<file path="src/rtl/traffic_pkg.sv">
// Shared types for the intersection controller: sensor channel states and light codes.
package traffic_pkg;

  typedef enum logic [1:0] {
    S_IDLE = 2'd0,
    S_QUAL = 2'd1,
    S_PRES = 2'd2,
    S_EXT  = 2'd3
  } sens_state_t;

  localparam logic [1:0] GREEN  = 2'd0;
  localparam logic [1:0] YELLOW = 2'd1;
  localparam logic [1:0] RED    = 2'd2;

  function automatic int max_int(input int a, input int b);
    return (a > b) ? a : b;
  endfunction

endpackage

</file>
<file path="src/rtl/traffic_sensor_chan.sv">
// One loop-detector channel: 2-flop synchroniser, debounce/extend FSM, registered presence.
// Optional stuck-high detection when SENSOR_FAULT_EN is defined.
module traffic_sensor_chan
  import traffic_pkg::*;
#(
  parameter int DEBOUNCE     = 4,
  parameter int EXTEND       = 8,
  parameter int STUCK_CYCLES = 1024
) (
  input  logic clk,
  input  logic rst,
  input  logic raw_i,
  output logic pres_o,
  output logic fault_o
);

  localparam int CNT_W = $clog2(max_int(DEBOUNCE, EXTEND) + 1);

  logic             sync1_q, sync2_q;
  sens_state_t      state_q, state_d;
  logic [CNT_W-1:0] cnt_q, cnt_d;
  logic             pres_q, pres_d;
  logic             fault_d;

  // NOTE: non-blocking so sync2_q captures the previous sync1_q; blocking would collapse the pair into one flop.
  always_ff @(posedge clk or posedge rst) begin
    if (rst) begin
      sync1_q <= 1'b0;
      sync2_q <= 1'b0;
    end else begin
      sync1_q <= raw_i;
      sync2_q <= sync1_q;
    end
  end

  // NOTE: defaults assigned first so every path drives state_d/cnt_d and no latch is inferred.
  always_comb begin
    state_d = state_q;
    cnt_d   = cnt_q;
    unique case (state_q)
      S_IDLE: begin
        if (sync2_q) begin
          state_d = S_QUAL;
          cnt_d   = '0;
        end
      end
      S_QUAL: begin
        if (!sync2_q) begin
          state_d = S_IDLE;
          cnt_d   = '0;
        end else if (cnt_q == CNT_W'(DEBOUNCE - 1)) begin
          state_d = S_PRES;
          cnt_d   = '0;
        end else begin
          cnt_d = cnt_q + CNT_W'(1);
        end
      end
      S_PRES: begin
        if (!sync2_q) begin
          state_d = S_EXT;
          cnt_d   = '0;
        end
      end
      S_EXT: begin
        if (sync2_q) begin
          state_d = S_PRES;
          cnt_d   = '0;
        end else if (cnt_q == CNT_W'(EXTEND - 1)) begin
          state_d = S_IDLE;
          cnt_d   = '0;
        end else begin
          cnt_d = cnt_q + CNT_W'(1);
        end
      end
      default: begin
        state_d = S_IDLE;
        cnt_d   = '0;
      end
    endcase
    pres_d = (state_d == S_PRES) || (state_d == S_EXT) || fault_d;
  end

`ifdef SENSOR_FAULT_EN
  localparam int STK_W = $clog2(STUCK_CYCLES + 1);

  logic [STK_W-1:0] stuck_q, stuck_d;
  logic             fault_q;

  // Saturating run length of synced-high samples; fault latches on reaching the limit.
  always_comb begin
    stuck_d = '0;
    if (sync2_q) begin
      stuck_d = (stuck_q == STK_W'(STUCK_CYCLES)) ? stuck_q : stuck_q + STK_W'(1);
    end
    fault_d = fault_q | (sync2_q && (stuck_q == STK_W'(STUCK_CYCLES - 1)));
  end

  always_ff @(posedge clk or posedge rst) begin
    if (rst) begin
      stuck_q <= '0;
      fault_q <= 1'b0;
    end else begin
      stuck_q <= stuck_d;
      fault_q <= fault_d;
    end
  end

  assign fault_o = fault_q;
`else
  assign fault_d = 1'b0;
  assign fault_o = 1'b0;
`endif

  always_ff @(posedge clk or posedge rst) begin
    if (rst) begin
      state_q <= S_IDLE;
      cnt_q   <= '0;
      pres_q  <= 1'b0;
    end else begin
      state_q <= state_d;
      cnt_q   <= cnt_d;
      pres_q  <= pres_d;
    end
  end

  assign pres_o = pres_q;

endmodule

</file>
<file path="src/rtl/traffic_sensor.sv">
// Two-approach vehicle detector front end (NS -> Ta, EW -> Tb); wiring only.
// Stuck-detector flags are active only when SENSOR_FAULT_EN is defined.
module traffic_sensor #(
  parameter int DEBOUNCE     = 4,
  parameter int EXTEND       = 8,
  parameter int STUCK_CYCLES = 1024
) (
  input  logic clk,
  input  logic Reset,
  input  logic RawA,
  input  logic RawB,
  output logic Ta,
  output logic Tb,
  output logic FaultA,
  output logic FaultB
);

  traffic_sensor_chan #(
    .DEBOUNCE    (DEBOUNCE),
    .EXTEND      (EXTEND),
    .STUCK_CYCLES(STUCK_CYCLES)
  ) u_chan_a (
    .clk    (clk),
    .rst    (Reset),
    .raw_i  (RawA),
    .pres_o (Ta),
    .fault_o(FaultA)
  );

  traffic_sensor_chan #(
    .DEBOUNCE    (DEBOUNCE),
    .EXTEND      (EXTEND),
    .STUCK_CYCLES(STUCK_CYCLES)
  ) u_chan_b (
    .clk    (clk),
    .rst    (Reset),
    .raw_i  (RawB),
    .pres_o (Tb),
    .fault_o(FaultB)
  );

endmodule
</file>
<file path="config.mk">
export PLATFORM = sky130hd
export DESIGN_NAME = traffic_sensor
export DESIGN_NICKNAME = d
export VERILOG_FILES = /design/src/rtl/traffic_pkg.sv /design/src/rtl/traffic_sensor_chan.sv /design/src/rtl/traffic_sensor.sv
export SDC_FILE = /design/constraint.sdc
export NUM_CORES = 1
export LEC_CHECK = 0
export BUFFER_PORTS_ARGS = -buffer_cell sky130_fd_sc_hd__buf_2
export CAP_MARGIN = 0
export CELL_PAD_IN_SITES_DETAIL_PLACEMENT = 1
export CELL_PAD_IN_SITES_GLOBAL_PLACEMENT = 1
export CORE_UTILIZATION = 42
export DETAILED_ROUTE_END_ITERATION = 8
export GPL_TIMING_DRIVEN = 0
export PLACE_DENSITY = 0.82
export REMOVE_ABC_BUFFERS = 1
export SYNTH_ARGS = -nofsm -noshare
export SYNTH_HDL_FRONTEND = slang
export SYNTH_SLANG_ARGS = --single-unit
</file>
<file path="constraint.sdc">
create_clock -name clk -period 2.85 [get_ports clk]
set_input_delay 0.57 -clock clk [delete_from_list [all_inputs] [get_ports clk]]
set_output_delay 0.57 -clock clk [all_outputs]
set_load 0.01 [all_outputs]
</file>
Yosys cells after proc, flatten, opt, wreduce, memory -nomap -nowiden:

Cells that the tools add are included.

* register bits: 18
* input bits: 4
* output and inout bits: 4
* word-level logic and storage cells: 64

* add/sub/neg operators: 2
* eq/ne operators: 18
* multiplexer cells: 28
* reductions and logical operators: 6

Operator list (number)
* 4-bit two-way mux: 12
* 4-bit one-hot mux with 4 select lines: 2
* 2-bit two-way mux: 12
* 2-bit equality test (second input constant): 8
* 2-bit one-hot mux with 4 select lines: 2
* 4-bit by 1-bit adder with 4-bit output (second input constant): 2
* 4-bit by 2-bit equality test with 1-bit output (second input constant): 2
* 4-bit by 3-bit equality test with 1-bit output (second input constant): 2
* 2-bit by 1-bit equality test with 1-bit output (second input constant): 2
* 2-bit logical NOT: 2
* 2-bit by 1-bit inequality test with 1-bit output (second input constant): 2
* 2-bit inequality test (second input constant): 2
* 2-bit AND reduction: 2
* 1-bit logical OR: 2

Depth between registers and ports, before layout:

* word-level depth: 6
* gate-level depth with buffers: 4
* gate-level depth less buffers: 4

By module:

Synthesis repeated with hierarchy kept, for this count alone.

* cells, all modules: 80
* area total of the unflattened synthesis: 853.3 um^2

By module, submodules not included
* traffic_sensor_chan: times used 2, cells each 40, area each 426.7 um^2, sequential area each 200.2 um^2

Worst setup path after synthesis:

Ideal clock, no wire load.

* path kind: reg-to-reg
* start point: reg u_chan_a.cnt_q[0]
* end point: reg u_chan_a.cnt_q[1]
* setup time: 134 ps
* arrival: 1242 ps
* required time: 2716 ps
* path slack: 1475 ps
* cell stages (with the launch flop): 5
* buffers on the path: 0
* clock period less this slack: 1375 ps
* cell sequence: dfrtp_1 > ha_1 > or3b_1 > a22oi_1 > o21ai_0

* longest elaborated chain between the ends: 4
* elaborated cells between the ends (all ways): 8
* classes of those cells: 1 x add/sub; 2 x eq/ne; 5 x mux

Ends and longest elaborated chain
* start: declaration: RTL line traffic_sensor_chan.sv:21 `logic [CNT_W-1:0] cnt_q, cnt_d;`
* start signal: assignment: RTL line traffic_sensor_chan.sv:121 `cnt_q <= cnt_d;`
* 4-bit by 1-bit adder with 4-bit output (tied with other cells): RTL line traffic_sensor_chan.sv:55, traffic_sensor_chan.sv:72
* 4-bit two-way mux (on tied branches): RTL line traffic_sensor_chan.sv:68, traffic_sensor_chan.sv:51
* 4-bit two-way mux (on tied branches): RTL line traffic_sensor_chan.sv:65, traffic_sensor_chan.sv:48
* 4-bit one-hot mux with 4 select lines (*): RTL line traffic_sensor_chan.sv:40 `unique case (state_q)`

Mark *: on every way between the ends. The rest lies on a longest branch, timed or not.
A chain may end at the register's enable or synchronous reset.

Worst setup path after layout:

Ends and elaborated chain as after synthesis.

==> flow_metrics.tcl <==
set metrics [dict create \
    ys_ff_latch 18 \
    hold_slack_ns 0.3476 \
    yosysTopAreaCellShare 0.5035 \
    rrSetupSlack_ns 1.27 \
    gp_congestion 0.7795 \
    synthArstFlopShare 1.000 \
    start_util 0.4514 \
    tightest_slew_ns 0.6688 \
    diodes 0 \
    synth_area_per_cell_um2 10.78 \
    grt_max_degree 19 \
    worstSetupEndpointType "flop" \
    yosysTopAreaCell "dfrtp_1" \
    yosys_warnings 0 \
    dp_slack_ns 1.267 \
    powerDensity_nw_per_um2 478.9 \
    die_area_um2 2318 \
    synth_area_leaders "dfrtp_1, o21ai_0, inv_1" \
    routed_via_density 5.692 \
    first_global_vias 661 \
    h-tree-depth 1 \
    period_minus_slack_ns 1.583 \
    netlist_area_um2 894.6 \
    area.growth.synth_to_final_pct 8.951 \
    skew_ns 0.01067 \
    arrival_ns 1.76 \
    r2r_end "u_chan_a.cnt_q[1]" \
    seq_area_frac_synth 0.5035 \
    outcome "completed" \
    p_leak_nw 0.3850 \
    worstRegToRegCells 4 \
    globalRouteTotalUtil 0.1946 \
    cp.required_ns 3.02 \
    core_um2 1982 \
    crit_fanout 6 \
    layout-drive-gt1-share 0.1333 \
    ys_types 32 \
    drv_cap 0 \
    crit_type "flop to flop" \
    synth_edf_count 0 \
    final-setup-viol-count 0 \
    r2r_start "u_chan_a.cnt_q[0]" \
    pin_count 8 \
    postLayoutCoreUtil 0.4918 \
    post_cts_buffers 0 \
    cts_tree "yes" \
    drcViolationCount 0 \
    slew_headroom 0.5536 \
    gr-total-overflow 0 \
    grt_antenna_before_repair 0 \
    final_cell_area_um2 974.7 \
    nets 97 \
    clk_pin_slew_ns 0.11 \
    synth_cells 83 \
    slew_viol_final 0 \
    clk_path_buf_depth 2 \
    drt-initial-drc-count 13 \
    cts.sinks 18 \
    numPortBuffers 5 \
    finalCritPeriodShare 0.5555 \
    place_area_um2 938.4 \
    start_kind "flop" \
    rows 16 \
    cts_root_buf "clkbuf_4" \
    hp-class "primary input to async pin" \
    fmax_mhz 631.6 \
    dr_total_vias 666 \
    drtAntennaViolNets 0 \
    first_pass_iters 6 \
    clock_latency_ns 0.30 \
    drt-total-wl_um 1805 \
    synth_flop_cell "dfrtp_1" \
    grt_pass1_wl_um 2973 \
    cts_resized 0 \
    tns_ns 0 \
    postCtsHoldBufs 0 \
    finalPower_mw 0.4668 \
    hold_violations 0 \
    place_hpwl_um 1266 \
    ir_drop_v 0.0002913 \
    die_h_um 48.15 \
    routedWlPerCell_um 15.43 \
    cts_inserted_buffers 3 \
    setup_ws_ns 1.267 \
    dp_cells 113 \
    cp-startpoint "u_chan_a.cnt_q[0]" \
    final_cells 117 \
    die_w_um 48.15 \
    rsz0062_at_grt "false" \
]
-- where the power goes --
group / total (mW) / internal (mW) / switching (mW)
Sequential: 0.277 / 0.265 / 0.0127
Clock: 0.158 / 0.0780 / 0.0805
Combinational: 0.0309 / 0.0111 / 0.0198
Total: 0.467 / 0.354 / 0.113
-- logic make-up (layout without fill, tap and decap cells) --
logic type,after synthesis,after routing,share of synthesized area
other cells,1,2,0.004192
fa+ha+maj,2,2,0.02797
flops,18,18,0.5035
simple gates,23,23,0.1734
buf+inv,11,17,0.05454
compound gates,24,24,0.1888
xor+xnor,4,4,0.04756
-- worst max-delay path by stage --
| stage | endpoint | slack (ns) | cells past startpoint |
|---|---|---|---|
| after global placement | u_chan_a.cnt_q[1] | 1.29 | 4 |
| final | u_chan_a.cnt_q[1] | 1.27 | 4 |
| after CTS | u_chan_a.cnt_q[1] | 1.25 | 4 |
| after detailed placement | u_chan_a.cnt_q[1] | 1.27 | 4 |
| after floorplan | u_chan_a.cnt_q[1] | 1.47 | 4 |
| after global routing | u_chan_a.cnt_q[1] | 1.14 | 4 |
-- cell usage after synthesis, drive strengths merged, types with 2 or more instances --
| cell type | count |
|---|---|
| dfrtp | 18 |
| o21ai | 9 |
| inv | 8 |
| nand3 | 5 |
| nand3b | 4 |
| nand2 | 3 |
| o2111ai | 3 |
| o31ai | 3 |
| a41oi | 2 |
| and4b | 2 |
| buf | 2 |
| ha | 2 |
| nor2b | 2 |
| xnor2 | 2 |
| xor2 | 2 |
-- per-layer routing --
layer	vias to the layer above	wire, um	GRT usage
li1	316	-	-
met1	334	817	0.2424
met2	12	894	0.3227
met3	4	75	0.06667
met4	0	17	0.05000
met5	-	0	0
-- flip-flops by register name, indices dropped and copies added, names as in the netlist --
register / cells
u_chan_a.cnt_q: 4
u_chan_b.cnt_q: 4
u_chan_a.sync1_q: 1
u_chan_b.sync1_q: 1
u_chan_a.pres_o: 1
u_chan_a.state_q: 2
u_chan_a.sync2_q: 1
u_chan_b.pres_o: 1
u_chan_b.sync2_q: 1
u_chan_b.state_q: 2
-- worst max-delay path, stage by stage, from the launching register on --
cell     delay, ns
dfrtp_1       0.40
ha_1          0.27
or3b_1        0.36
a22oi_1       0.28
o21ai_0       0.14
-- cell usage in the layout, fill, tap and decap left out, types with 2 or more instances in the layout --
master,netlist,routed
dfrtp_1,18,18
o21ai_0,9,9
inv_1,8,8
nand3_1,5,5
buf_2,0,5
nand3b_1,4,4
nand2_1,3,3
o2111ai_1,3,3
o31ai_1,3,3
clkbuf_4,0,3
nor2b_1,2,2
xnor2_1,2,2
and4b_1,2,2
a41oi_1,2,2
ha_1,2,2
conb_1,1,2
-- area by class of cell --
| cell class | count | area, um^2 |
|---|---|---|
| Fill cell | 218 | 1007 |
| Sequential cell | 18 | 450.4 |
| Multi-Input combinational cell | 55 | 399.1 |
| Clock buffer | 4 | 36.28 |
| Tap cell | 27 | 33.78 |
| Inverter | 8 | 30.03 |
| Timing Repair Buffer | 5 | 25.02 |
(Power assumes the default switching activity.)
